`config.mk`:
```
export PLATFORM = sky130hd
export DESIGN_NAME = rdma_rc_send_sched_flat
export DESIGN_NICKNAME = d
export VERILOG_FILES = /design/src/rtl/rdma_rc_send_sched_if.sv /design/src/rtl/rdma_rc_send_sched.sv /design/src/flat_wrapper.sv
export SDC_FILE = /design/constraint.sdc
export NUM_CORES = 1
export LEC_CHECK = 0
export ABC_CLOCK_PERIOD_IN_PS = 7200
export BUFFER_PORTS_ARGS = -buffer_cell sky130_fd_sc_hd__buf_4
export CAP_MARGIN = 0
export CORE_MARGIN = 5
export CORE_UTILIZATION = 53
export DETAILED_ROUTE_END_ITERATION = 10
export PLACE_DENSITY = 0.75
export SETUP_SLACK_MARGIN = 0.5
export SYNTH_ARGS = -nofsm -noshare
export SYNTH_HDL_FRONTEND = slang
export SYNTH_SLANG_ARGS = --single-unit
```
`constraint.sdc`:
```
create_clock -name clk -period 7.2 [get_ports clk]
set_input_delay 0.72 -clock clk [delete_from_list [all_inputs] [get_ports clk]]
set_output_delay 0.72 -clock clk [all_outputs]
set_load 0.02 [all_outputs]
```
`src/rtl/rdma_rc_send_sched_if.sv`:
```
// Handshake and status bundle between the RC send scheduler and its QP/PDU-path neighbours.
// master: requester/PDU side; slave: the scheduler.
interface rdma_rc_send_sched_if #(
  parameter int unsigned NUM_QP       = 4,
  parameter int unsigned CREDIT_WIDTH = 8
);
  localparam int unsigned QpW = $clog2(NUM_QP);

  logic [NUM_QP-1:0]              qp_req;
  logic [NUM_QP-1:0]              qp_rts;
  logic                           ack_valid;
  logic [QpW-1:0]                 ack_qp;
  logic                           tx_valid;
  logic [QpW-1:0]                 tx_qp;
  logic                           tx_ready;
  logic [NUM_QP-1:0]              grant;
  logic [NUM_QP*CREDIT_WIDTH-1:0] credit_remain;
  logic [NUM_QP-1:0]              qp_pause;
  logic [NUM_QP-1:0]              sched_err;

  modport master (
    output qp_req, qp_rts, ack_valid, ack_qp, tx_ready,
    input  tx_valid, tx_qp, grant, credit_remain, qp_pause, sched_err
  );

  modport slave (
    input  qp_req, qp_rts, ack_valid, ack_qp, tx_ready,
    output tx_valid, tx_qp, grant, credit_remain, qp_pause, sched_err
  );
endinterface

```
`src/rtl/rdma_rc_send_sched.sv`:
```
// Credit-gated round-robin send scheduler for RC queue pairs.
// Define SEND_SCHED_STALL_EN to add per-QP stall watchdogs driving sched_err.
module rdma_rc_send_sched #(
  parameter int unsigned             NUM_QP        = 4,
  parameter int unsigned             CREDIT_WIDTH  = 8,
  parameter logic [CREDIT_WIDTH-1:0] CREDIT_INIT   = 8'h10,
  parameter logic [3:0]              STALL_TIMEOUT = 4'd10
) (
  input logic                 clk,
  input logic                 rst,
  rdma_rc_send_sched_if.slave bus
);
  localparam int unsigned QpW = $clog2(NUM_QP);

  typedef enum logic {StIdle, StSend} state_e;

  state_e                               state_q, state_d;
  logic [QpW-1:0]                       tx_qp_q, tx_qp_d;
  logic [QpW-1:0]                       rr_ptr_q, rr_ptr_d;
  logic [NUM_QP-1:0][CREDIT_WIDTH-1:0]  credit_q, credit_d;
  logic [NUM_QP-1:0]                    pause_q;

  logic [NUM_QP-1:0] credit_zero;
  logic [NUM_QP-1:0] elig;
  logic [NUM_QP-1:0] dec_vec;
  logic [NUM_QP-1:0] inc_vec;
  logic              any_elig;
  logic [QpW-1:0]    winner;
  logic [QpW-1:0]    idx;
  logic              hs;
  logic              ack_acc;

  assign hs      = (state_q == StSend) && bus.tx_ready;
  assign ack_acc = bus.ack_valid && bus.qp_rts[bus.ack_qp];

  always_comb begin
    for (int i = 0; i < NUM_QP; i++) begin
      credit_zero[i] = (credit_q[i] == '0);
      elig[i]        = bus.qp_req[i] && bus.qp_rts[i] && !credit_zero[i];
      dec_vec[i]     = hs && (tx_qp_q == QpW'(i));
      inc_vec[i]     = ack_acc && (bus.ack_qp == QpW'(i));
    end
  end

  // Scan offsets high-to-low so the smallest offset from rr_ptr wins.
  always_comb begin
    any_elig = 1'b0;
    winner   = '0;
    idx      = '0;
    for (int k = NUM_QP - 1; k >= 0; k--) begin
      idx = rr_ptr_q + QpW'(k);
      if (elig[idx]) begin
        any_elig = 1'b1;
        winner   = idx;
      end
    end
  end

  always_comb begin
    state_d  = state_q;
    tx_qp_d  = tx_qp_q;
    rr_ptr_d = rr_ptr_q;
    unique case (state_q)
      StIdle: begin
        if (any_elig) begin
          state_d = StSend;
          tx_qp_d = winner;
        end
      end
      StSend: begin
        if (bus.tx_ready) begin
          state_d  = StIdle;
          rr_ptr_d = tx_qp_q + 1'b1;
        end
      end
      default: state_d = StIdle;
    endcase
  end

  // A send and an accepted ACK on the same QP cancel out.
  always_comb begin
    for (int i = 0; i < NUM_QP; i++) begin
      credit_d[i] = credit_q[i];
      if (inc_vec[i] && !dec_vec[i]) begin
        if (credit_q[i] != '1) credit_d[i] = credit_q[i] + 1'b1;
      end else if (dec_vec[i] && !inc_vec[i] && !credit_zero[i]) begin
        credit_d[i] = credit_q[i] - 1'b1;
      end
    end
  end

  always_ff @(posedge clk or posedge rst) begin
    if (rst) begin
      state_q  <= StIdle;
      tx_qp_q  <= '0;
      rr_ptr_q <= '0;
      pause_q  <= '0;
      for (int i = 0; i < NUM_QP; i++) credit_q[i] <= CREDIT_INIT;
    end else begin
      state_q  <= state_d;
      tx_qp_q  <= tx_qp_d;
      rr_ptr_q <= rr_ptr_d;
      pause_q  <= credit_zero;
      credit_q <= credit_d;
    end
  end

  assign bus.tx_valid      = (state_q == StSend);
  assign bus.tx_qp         = tx_qp_q;
  assign bus.credit_remain = credit_q;
  assign bus.qp_pause      = pause_q;

  always_comb begin
    bus.grant = '0;
    if (state_q == StSend) bus.grant[tx_qp_q] = 1'b1;
  end

`ifdef SEND_SCHED_STALL_EN
  logic [NUM_QP-1:0][3:0] stall_q, stall_d;
  logic [NUM_QP-1:0]      stall_err;

  // Counter saturates at the timeout so the error holds for as long as the stall lasts.
  always_comb begin
    for (int i = 0; i < NUM_QP; i++) begin
      stall_err[i] = (stall_q[i] >= STALL_TIMEOUT);
      if (!(bus.qp_req[i] && bus.qp_rts[i] && credit_zero[i])) begin
        stall_d[i] = '0;
      end else if (stall_err[i]) begin
        stall_d[i] = stall_q[i];
      end else begin
        stall_d[i] = stall_q[i] + 4'd1;
      end
    end
  end

  always_ff @(posedge clk or posedge rst) begin
    if (rst) stall_q <= '0;
    else     stall_q <= stall_d;
  end

  assign bus.sched_err = stall_err;
`else
  logic unused_stall_timeout;
  assign unused_stall_timeout = ^STALL_TIMEOUT;
  assign bus.sched_err        = '0;
`endif

endmodule

```
`src/flat_wrapper.sv`:
```
// flat-port wrapper written by rule: the top's interface ports become plain ports
module rdma_rc_send_sched_flat 
#(
  parameter int unsigned             NUM_QP        = 4,
  parameter int unsigned             CREDIT_WIDTH  = 8,
  parameter logic [CREDIT_WIDTH-1:0] CREDIT_INIT   = 8'h10,
  parameter logic [3:0]              STALL_TIMEOUT = 4'd10
)
  (clk, rst, bus_qp_req, bus_qp_rts, bus_ack_valid, bus_ack_qp, bus_tx_ready, bus_tx_valid, bus_tx_qp, bus_grant, bus_credit_remain, bus_qp_pause, bus_sched_err);
  rdma_rc_send_sched_if #(.NUM_QP(NUM_QP), .CREDIT_WIDTH(CREDIT_WIDTH)) bus_i ();
  input logic clk;
  input logic rst;
  input wire logic [$bits(bus_i.qp_req)-1:0] bus_qp_req;
  input wire logic [$bits(bus_i.qp_rts)-1:0] bus_qp_rts;
  input wire logic [$bits(bus_i.ack_valid)-1:0] bus_ack_valid;
  input wire logic [$bits(bus_i.ack_qp)-1:0] bus_ack_qp;
  input wire logic [$bits(bus_i.tx_ready)-1:0] bus_tx_ready;
  output wire logic [$bits(bus_i.tx_valid)-1:0] bus_tx_valid;
  output wire logic [$bits(bus_i.tx_qp)-1:0] bus_tx_qp;
  output wire logic [$bits(bus_i.grant)-1:0] bus_grant;
  output wire logic [$bits(bus_i.credit_remain)-1:0] bus_credit_remain;
  output wire logic [$bits(bus_i.qp_pause)-1:0] bus_qp_pause;
  output wire logic [$bits(bus_i.sched_err)-1:0] bus_sched_err;
  assign bus_i.qp_req = bus_qp_req;
  assign bus_i.qp_rts = bus_qp_rts;
  assign bus_i.ack_valid = bus_ack_valid;
  assign bus_i.ack_qp = bus_ack_qp;
  assign bus_i.tx_ready = bus_tx_ready;
  assign bus_tx_valid = bus_i.tx_valid;
  assign bus_tx_qp = bus_i.tx_qp;
  assign bus_grant = bus_i.grant;
  assign bus_credit_remain = bus_i.credit_remain;
  assign bus_qp_pause = bus_i.qp_pause;
  assign bus_sched_err = bus_i.sched_err;
  rdma_rc_send_sched #(.NUM_QP(NUM_QP), .CREDIT_WIDTH(CREDIT_WIDTH), .CREDIT_INIT(CREDIT_INIT), .STALL_TIMEOUT(STALL_TIMEOUT)) u_core (.clk(clk), .rst(rst), .bus(bus_i));
endmodule
```
# ---- Word level (Yosys, flattened, before mapping)
# Cells that the tools add are included.
dict set report totals {
  regBits 41
  output_inout_bits 47
  elab_cells 137
}
dict set report op_classes {
  n_lt_le_gt_ge 7
  n_addsub 12
  n_mux 36
  n_reduce_logical 59
  bitwise_logic 1
  n_eq_ne 14
}
# cell n
set op_table {}
lappend op_table {{2-to-1 mux 8 bit} 12}
lappend op_table {{adder 8 x 1 -> 8 bit, second input constant} 4}
lappend op_table {{zero test 8 bit} 4}
lappend op_table {{!= test 8 bit, second input constant} 4}
lappend op_table {{subtractor 8 x 1 -> 8 bit, second input constant} 4}
lappend op_table {{logical AND 1 bit} 31}
lappend op_table {{< comparator 2 x 3 -> 1 bit, second input constant} 6}
lappend op_table {{zero test 1 bit} 12}
lappend op_table {{2-to-1 mux 1 bit} 12}
lappend op_table {{AND reduction 2 bit} 6}
lappend op_table {{binary-select mux 1 bit (select 2 bit)} 5}
lappend op_table {{== test 2 bit, second input constant} 4}
lappend op_table {{2-to-1 mux 2 bit} 4}
lappend op_table {{!= test 2 bit, second input constant} 4}
lappend op_table {{nonzero test 2 bit} 4}
lappend op_table {{adder 2 x 1 -> 2 bit, second input constant} 2}
lappend op_table {{adder 2 bit, second input constant} 2}
lappend op_table {{== test 2 x 1 -> 1 bit, second input constant} 2}
lappend op_table {{zero test 2 bit} 2}
lappend op_table {{2-to-1 mux 4 bit} 1}
lappend op_table {{demux 1 bit (select 2 bit)} 1}
lappend op_table {{greater-or-equal comparator 2 x 1 -> 1 bit, second input constant} 1}
lappend op_table {{one-hot mux 1 bit (2 select lines)} 1}
lappend op_table {{NOT 1 bit} 1}

# ---- Depth between registers and ports, before layout
dict set report logic_depth {
  word_depth 11
  ltp_mapped 10
}

# ---- Least setup slack after synthesis
# Ideal clock, no wire load.
dict set report synth_timing {
  path_kind {in2reg}
  from {input port bus_ack_qp[0]}
  to {register u_core.credit_q, in the netlist u_core.bus.credit_remain[7]}
  setup_slack_ns 4.284
  path_buffers 0
  setup_ns 0.080
  t_required_ns 7.120
  cell_stages 8
  arrival_ns 2.836
  path_cell_list {nor4bb_1 -> nand2_1 -> ha_1 -> and3_1 -> a221o_1 -> o41ai_1 -> mux2i_1 -> xnor2_1}
}
dict set report synth_via {
  elab_chain_cells 9
  elab_cells_between_ends 13
  cone_classes {eq/ne: 1; mux: 3; reduce/logical: 9}
}
# element line_no
set synth_lines {}
lappend synth_lines {{from (decl)} flat_wrapper.sv:16} ;# input wire logic [$bits(bus_i.ack_qp)-1:0] bus_ack_qp;
lappend synth_lines {{binary-select mux 1 bit (select 2 bit)} rdma_rc_send_sched.sv:34} ;# assign ack_acc = bus.ack_valid && bus.qp_rts[bus.ack_qp];
lappend synth_lines {{2-to-1 mux 1 bit (not written as such)} rdma_rc_send_sched.sv:34}
lappend synth_lines {{logical AND 1 bit} rdma_rc_send_sched.sv:34}
lappend synth_lines {{logical AND 1 bit (*)} rdma_rc_send_sched.sv:41} ;# inc_vec[i] = ack_acc && (bus.ack_qp == QpW'(i));
lappend synth_lines {{zero test 1 bit} rdma_rc_send_sched.sv:86} ;# end else if (dec_vec[i] && !inc_vec[i] && !credit_zero[i]) begin
lappend synth_lines {{logical AND 1 bit (2 in a row)} rdma_rc_send_sched.sv:86}
lappend synth_lines {{nonzero test 2 bit (no source line)} --}
lappend synth_lines {{AND reduction 2 bit (no source line)} --}
lappend synth_lines {{to (signal assigned)} rdma_rc_send_sched.sv:104} ;# credit_q <= credit_d;
lappend synth_lines {{to (decl)} rdma_rc_send_sched.sv:20} ;# logic [NUM_QP-1:0][CREDIT_WIDTH-1:0] credit_q, credit_d;
# Every way passes the cells marked *; elsewhere a longest branch is shown, timed or not. The select of a mux whose other input is x is not followed.
# A chain may end at the register's enable or synchronous reset.

# ---- Worst setup path after layout
# Ends and elaborated chain as after synthesis.

==> metrics <==
run status completed; register clock-pin slew on the reported worst setup and hold paths 0.08 ns; crit path launch type input port; Post-CTS Resized 0; Syn Area/Cell 9.64 um2; Area Overhead vs Synth 18.2%; GPL Wtd Cong 0.822; Global Route Usage Sum 0.206; via count 2613; Setup crit end kind flop; Setup TNS 0 ns; Hold-fix buffers, CTS 0; top_reg_cell synth dfrtp_1; TritonCTS Buffers 5; Slew HR 0.382; ys async rst share 1.00; ANT cells 0; DRT iter0 DRCs 76; drt drc 0; HP Class flop to flop; Rows 27; Post-synth EDFFs 0; core area 5570 um2; clock power share 0.086; Synth Instances 319; fraction of layout cells with a size suffix above 1 0.243; placed inst area 3550 um2; Synth cell types 51; Fill cells 503; top post-synthesis cells by area dfrtp_1, ha_1, mux2_2; total power 1.74 mW; share of the synthesized area in the top cell type 0.301; Syn Std Cell Area 3080 um2; Die W 86.2 um; Final Instance Area 3630 um2; Synth warnings 0; Final nets 424; IO Count 61; Die Area 7430 um2; CP startpoint bus_ack_qp[0]; Final setup viols 0; Final min period 3.01 ns; sw frac 0.466; Hold Path Origin u_core.rr_ptr_q[0]$_DFFE_PP0P_; H-tree levels 2; Critical Path AT 3.22 ns; first-pass GRT wire length 12.4 mm; Pwr per Cell Area 478 nW/um2; final cycle utilization of the critical path 0.417; P_int 0.927 mW; Yosys top cell by area dfrtp_1; Clock Tree Root clkbuf_8; Crit Path Max Fanout 8; 1st-pass router iterations 4; vias in the first global route 2707; commonest non-fill, non-tap cells in the layout buf_4, dfrtp_1, nor2_1; worst r2r src u_core.bus.tx_qp[0]$_DFFE_PP0P_; PortBufs 56; Logic pwr share 0.623; post-CTS setup buffer count 0; largest net degree at the start of global routing 42; worst-margin pin slew 0.927 ns; NetSw 0.810 mW; largest vdd supply drop 281 uV; Initial Utilization 0.552; Clock Latency Late Sink 0.30 ns; initial antenna violation count 0; Max Clock Skew 0.00723 ns; Worst EP required 7.42 ns; fmax 333 MHz; RSZ-0062 raised after global routing no; commonest non-fill, non-tap cell in the layout buf_4; sequential share of the synthesized area 0.335; Final Slew Violations 0; Die H 86.2 um; Lkg Pwr 1.68 nW; Routed WL per cell 15.9 um; via density per instance 5.79; antenna-violating nets left 0; dpl hpwl 5.65 mm; Worst Setup Path Type input port to flop; Fin. Hold Viols 0; Max clock buf depth 2; Reg power frac 0.291; Clock Sink Count 41; max-cap check violation count 0; Post-Route WL 7.18 mm; TritonCTS clock tree yes; FF+latch count, synth 41; gr ovfl total 0
==> synthesized netlist by cell type, types with 6 or more instances <==
master and n:
dfrtp_1 37, nor2_1 31, ha_1 28, a21oi_1 21, mux2_2 18, inv_1 17, nand2_1 15, xnor2_1 13
nor3_1 11, nand4_1 10, and2_1 9, o21ai_0 9, xor2_1 9, and3_1 7, nor4_1 7, a21o_1 6
==> routing by layer <==
| layer | share of wire | vias to the layer above | track usage |
|---|---|---|---|
| li1 | - | 1284 | - |
| met1 | 0.43 | 1258 | 0.259 |
| met2 | 0.50 | 62 | 0.354 |
| met3 | 0.053 | 9 | 0.0418 |
| met4 | 0.011 | 0 | 0.0666 |
| met5 | 0 | - | 0 |
==> metrics by stage <==
step	std cells	hold slack, ns	utilization	setup slack, ns
floorplan	322	0.450	-	4.28
global placement	443	0.468	0.637	4.00
detailed placement	443	0.477	0.637	3.91
CTS	451	0.495	0.652	4.21
global route	451	0.538	0.652	4.06
finish	451	0.495	0.652	4.19
==> cells by family after synthesis <==
family	synth area share
simple gates	0.189
compound gates	0.158
flops	0.335
fa+ha+maj	0.140
buf+inv	0.0378
xor+xnor	0.0627
mux	0.0757
other cells	0.00122
==> power by group through the flow <==
stage	Combinational [mW]	Sequential [mW]	Clock (mW)
after global routing	1.19	0.533	0.165
final	1.08	0.506	0.149
after global placement	1.04	0.502	0
after CTS	1.09	0.506	0.154
after detailed placement	1.08	0.509	0
after floorplan	0.660	0.590	0
==> cell type report <==
type                       instances  area, um2  area share
clock buffer                       6       72.6      0.0200
clock inverter                     2       10.0     0.00275
inverter                          17       63.8      0.0176
multi-input combinational        256       1940       0.534
sequential                        41       1030       0.284
tap                               72       90.1      0.0248
timing repair buffer              57        428       0.118
==> final timing paths <==
kind	end	slack, ns	cells after the start
setup reg to reg	u_core.bus.credit_remain[7]$_DFFE_PP0P_	4.23	10
max in group asynchronous	u_core.bus.credit_remain[28]$_DFFE_PP1P_	6.27	3
hold / removal	u_core.rr_ptr_q[0]$_DFFE_PP0P_	0.49	2
setup / recovery	u_core.bus.credit_remain[7]$_DFFE_PP0P_	4.19	9
min in group asynchronous	u_core.bus.credit_remain[17]$_DFFE_PP0P_	0.55	3
hold reg to reg	u_core.rr_ptr_q[0]$_DFFE_PP0P_	0.49	2
==> worst max-delay path, stage by stage <==
cell and delay [ns]:
buf_4 0.12, nor4bb_1 0.36, nand2_1 0.28, ha_1 0.43, and3_1 0.21, a221o_1 0.34, o41ai_1 0.33, mux2i_1 0.28
xnor2_1 0.15
==> flip-flops by register name (all words and copies together), names as in the netlist <==
name	count
u_core.bus.tx_valid	1
u_core.bus.tx_qp	2
u_core.bus.qp_pause	4
u_core.bus.credit_remain	32
u_core.rr_ptr_q	2
Note: power is estimated with default switching activity, not from simulation.
